## config.mk

```make
export PLATFORM = sky130hd
export DESIGN_NAME = regs_wb_ctrl
export DESIGN_NICKNAME = d
export VERILOG_FILES = /design/src/rtl/regs_wb_ctrl.sv
export SDC_FILE = /design/constraint.sdc
export NUM_CORES = 1
export LEC_CHECK = 0
export ABC_CLOCK_PERIOD_IN_PS = 4600
export CAP_MARGIN = 20
export CORE_MARGIN = 10
export CORE_UTILIZATION = 35
export CTS_BUF_LIST = sky130_fd_sc_hd__clkbuf_4
export CTS_CLUSTER_DIAMETER = 50
export CTS_CLUSTER_SIZE = 30
export DETAILED_ROUTE_END_ITERATION = 12
export PLACE_DENSITY = 0.68
export SLEW_MARGIN = 20
export SYNTH_ARGS = -nofsm -noshare
export SYNTH_HDL_FRONTEND = slang
export SYNTH_SLANG_ARGS = --single-unit
```

## constraint.sdc

```tcl
create_clock -name clk -period 4.6 [get_ports clk]
set_input_delay 1.38 -clock clk [delete_from_list [all_inputs] [get_ports clk]]
set_output_delay 1.38 -clock clk [all_outputs]
set_load 0.02 [all_outputs]
```

## src/rtl/regs_wb_ctrl.sv

```systemverilog
// Register-file write-port arbiter between ex writeback and a buffered long-latency unit,
// plus a pending-destination scoreboard that stalls id on RAW/WAW hazards.
module regs_wb_ctrl #(
  parameter int unsigned STARVE_MAX = 4
) (
  input  logic        clk,
  input  logic        rst,
  input  logic        ex_wen_i,
  input  logic [4:0]  ex_waddr_i,
  input  logic [31:0] ex_wdata_i,
  input  logic        lu_issue_i,
  input  logic [4:0]  lu_issue_rd_i,
  input  logic        lu_valid_i,
  input  logic [4:0]  lu_rd_i,
  input  logic [31:0] lu_wdata_i,
  output logic        lu_ready_o,
  input  logic [4:0]  id_rs1_i,
  input  logic [4:0]  id_rs2_i,
  input  logic [4:0]  id_rd_i,
  input  logic        id_wen_i,
  output logic        stall_o,
  output logic        hold_o,
  output logic        reg_wen_o,
  output logic [4:0]  reg_waddr_o,
  output logic [31:0] reg_wdata_o
);

  localparam logic [3:0] AGE_MAX = 4'(STARVE_MAX);

  logic [31:0] pending;
  logic [31:0] pending_nxt;
  logic        buf_valid;
  logic [4:0]  buf_rd;
  logic [31:0] buf_data;
  logic [3:0]  age;

  logic        ex_write;
  logic        buf_force;
  logic        buf_commit;
  logic        buf_accept;

  assign ex_write   = ex_wen_i && (ex_waddr_i != 5'd0);
  assign buf_force  = buf_valid && (age >= AGE_MAX);
  assign buf_commit = buf_valid && (buf_force || !ex_write);
  // Refill is blocked during the commit cycle because buf_valid is still set.
  assign buf_accept = lu_valid_i && !buf_valid;

  // Outputs are gated by rst so nothing leaks out while reset is held.
  always_comb begin
    lu_ready_o  = 1'b0;
    hold_o      = 1'b0;
    reg_wen_o   = 1'b0;
    reg_waddr_o = 5'd0;
    reg_wdata_o = 32'd0;
    if (!rst) begin
      lu_ready_o = !buf_valid;
      hold_o     = buf_force;
      if (buf_commit) begin
        reg_wen_o   = 1'b1;
        reg_waddr_o = buf_rd;
        reg_wdata_o = buf_data;
      end else if (ex_write) begin
        reg_wen_o   = 1'b1;
        reg_waddr_o = ex_waddr_i;
        reg_wdata_o = ex_wdata_i;
      end
    end
  end

  assign stall_o = pending[id_rs1_i] | pending[id_rs2_i] | (id_wen_i & pending[id_rd_i]);

  // A new issue to the register being committed wins over the clear.
  always_comb begin
    pending_nxt = pending;
    if (buf_commit) pending_nxt[buf_rd] = 1'b0;
    if (lu_issue_i && (lu_issue_rd_i != 5'd0)) pending_nxt[lu_issue_rd_i] = 1'b1;
    pending_nxt[0] = 1'b0;
  end

  always_ff @(posedge clk or posedge rst) begin
    if (rst) begin
      pending   <= 32'd0;
      buf_valid <= 1'b0;
      buf_rd    <= 5'd0;
      buf_data  <= 32'd0;
      age       <= 4'd0;
    end else begin
      pending <= pending_nxt;
      if (buf_commit) begin
        buf_valid <= 1'b0;
        age       <= 4'd0;
      end else if (buf_accept) begin
        buf_valid <= 1'b1;
        buf_rd    <= lu_rd_i;
        buf_data  <= lu_wdata_i;
        age       <= 4'd0;
      end else if (buf_valid && (age < AGE_MAX)) begin
        age <= age + 4'd1;
      end
    end
  end

endmodule

```

==> reports/metrics.yaml <==
irDropWorstVdd_mv: 0.2590
crit_type: "primary input to output pin"
synth_edf_count: 0
clock_sinks: 73
yosysWarnings: 0
routed_wl_um: 15470
yosysSeqAreaShare: 0.4121
die_y_um: 132.5
cp-end-kind: "output pin"
clockBufferDepth: 2
drc: 0
final_net_count: 676
crit_path_max_incr_delay_ns: 0.52
initial_utilization: 0.3542
fin_hold_ws_ns: 0.5236
final-setup-viol-count: 0
hold_path_class: "flip-flop to flip-flop"
worstPathArrival_ns: 3.12
antenna_found_initial: 0
gr-max-usage-layer: "met2"
pre_cts_ws_ns: -0.6427
postPlaceCellArea_sq_mm: 0.006222
synth_largest_area_cell: "dfrtp_1"
dr.pass1.iters: 5
cpLargestDelayFamily: "simple AND/OR/NAND/NOR gates"
met3_usage: 0.08706
crit_path_start_kind: "primary input"
cp_cell_sequence: "clkdlybuf4s15_1 -> or4_4 -> o211ai_4 -> and2_4 -> buf_12 -> clkbuf_16 -> nand2_2 -> a21oi_2 -> buf_4"
status: "finished, final reports clean"
grtUsageMet2: 0.2672
rsz0062_at_grt: "no"
grt_pass1_wl_um: 24570
min_period_over_period: 0.9793
cp_max_fo: 5
grt_pass1_vias: 4469
fill_cells: 1182
numPortBuffers: 140
cts_tree: "built"
core-area_sq_mm: 0.01252
slowest_stage: "or4_4"
cts_made_buffers: 9
synth_area_sq_mm: 0.004433
synth_cell_type_count: 48
period_needed_ns: 4.505
rows: 41
drt-vias-per-instance: 5.525
gp_congestion: 0.8595
synth-seq-cells: 73
grtUsageMet1: 0.2061
worstMarginPinSlew_ns: 0.9042
cts_hold_buffers: 0
ios: 141
ys.flop_type: "dfrtp_1"
ctsHtreeMaxLevel: 3
worstSkewPairLatency_ns: 0.43
final_antenna_net_count: 0
dp_hpwl_um: 11900
grt_max_degree: 74
netlist.area_leader.share: 0.4121
cp.required_ns: 3.22
drive_gt1_frac: 0.3224
die_width_um: 132.5
setup_ws_ns: 0.09500
drt-initial-drc-count: 303
slew_headroom: 0.3972
diodes: 0
gr-total-overflow: 0
cap_viol_max_count: 0
crit_buf_inv: 4
final_area_sq_mm: 0.006425
avgSynthCellArea_sq_um: 10.73
maxSlewViolCount: 0
area_delta_synth_final_pct: 44.93
grtUsageTotal: 0.1727
fin_skew_ns: 0.01444
routedWlPerCell_um: 20.57
vias: 4155
synth_area_leaders: "dfrtp_1 (41%), mux4_2 (11%), mux2_2 (9.7%), o21ai_0 (3.7%), o31ai_1 (3.7%)"
max_freq_mhz: 222.0
synth_nets: 514
power.leakage_nw: 2.599
syn_inst: 413
die_area_sq_mm: 0.01757
async_flop_share: 1.000
power.density_mw_per_mm2: 490.7
path_clk_slew_ns: 0.11
hold_viol: 0
root_buffer: "clkbuf_4"
## final cells by class
| cell class | count | area, sq um | area share |
|---|---|---|---|
| Clock buffer | 11 | 82.58 | 0.01285 |
| Clock inverter | 5 | 103.9 | 0.01616 |
| Inverter | 3 | 15.01 | 0.002337 |
| Multi-Input combinational cell | 303 | 2464 | 0.3834 |
| Sequential cell | 73 | 1827 | 0.2843 |
| Tap cell | 172 | 215.2 | 0.03350 |
| Timing Repair Buffer | 185 | 1718 | 0.2674 |
## metrics by stage
step,power (mW),setup TNS (ns),utilization,cells
3_3_place_gp,2.560,-20.37,0.4971,731
6_report,3.153,0,0.5133,752
2_1_floorplan,2.066,0,-,413
3_5_place_dp,2.607,-21.33,0.4971,731
4_1_cts,3.135,-0.002855,0.5089,750
5_1_grt,3.346,0,0.5133,752
## power by group
part / internal, mW / total [mW] / switching (mW)
Sequential: 0.937 / 1.30 / 0.363
Clock: 0.288 / 0.518 / 0.231
Combinational: 0.738 / 1.33 / 0.596
## cells by family (layout without fill, tap and decap cells)
family                     after synthesis  after routing  share of synthesized area
buffers and inverters                   37            204                    0.04516
adders and majority gates                1              1                   0.002822
DFF                                     73             73                     0.4121
AOI/OAI and AO/OA                      115            115                     0.1764
and+or+nand+nor                        117            117                     0.1355
muxes                                   70             70                     0.2281
## sequential cells by signal, indices dropped and copies added (netlist names)
name,count
buf_rd,5
buf_valid,1
age,4
pending,31
buf_data,32
## final timing paths
check	from	endpoint	slack, ns	cells past startpoint
max	ex_waddr_i[0]	reg_wdata_o[7]	0.1	9
min	buf_data[22]$_DFFE_PP0P_	buf_data[22]$_DFFE_PP0P_	0.52	1
min in group asynchronous	rst	buf_rd[0]$_DFFE_PP0P_	1.84	4
max in group asynchronous	rst	buf_data[12]$_DFFE_PP0P_	2.18	4
min reg2reg	buf_data[22]$_DFFE_PP0P_	buf_data[22]$_DFFE_PP0P_	0.52	1
max reg2reg	buf_rd[0]$_DFFE_PP0P_	pending[7]$_DFF_PP0_	2.70	3
## placed cells by master (no fill, tap or decap), drive strengths merged, types with 14 or more instances in the layout
cell	synthesis	routed
clkdlybuf4s50	0	92
buf	15	79
nand2	29	29
nand3	23	23
mux4	21	21
clkbuf	19	14
nor2	30	30
a21oi	19	19
o31ai	22	22
a22oi	20	20
dfrtp	73	73
o21ai	38	38
mux2	38	38
## synthesized netlist by cell type (4+ instances only)
| cell | instances |
|---|---|
| mux4_2 | 21 |
| nor2b_1 | 6 |
| nand3b_1 | 5 |
| o21ai_0 | 33 |
| nand2_1 | 28 |
| nor3_1 | 5 |
| clkbuf_1 | 19 |
| o21ai_1 | 5 |
| a21oi_1 | 19 |
| a22oi_1 | 20 |
| nor2_1 | 30 |
| buf_2 | 7 |
| nand3_1 | 21 |
| nand2b_1 | 4 |
| o41ai_2 | 4 |
| dfrtp_1 | 73 |
| mux2i_1 | 11 |
| mux2_2 | 38 |
| o31ai_1 | 22 |
## layer usage
| metal | routed length, um | vias up |
|---|---|---|
| li1 | - | 1895 |
| met1 | 6183 | 1998 |
| met2 | 6951 | 240 |
| met3 | 2074 | 22 |
| met4 | 255 | 0 |
| met5 | 0 | - |
## timing repair
item | CTS | global route
endpoints found under the setup margin | 39 | 29
resized for setup | 188 | 14
pin swaps | 6 | 5
cloned | 1 | 1
setup buffers | 2 | 1
Note: power is estimated with default switching activity, not from simulation.
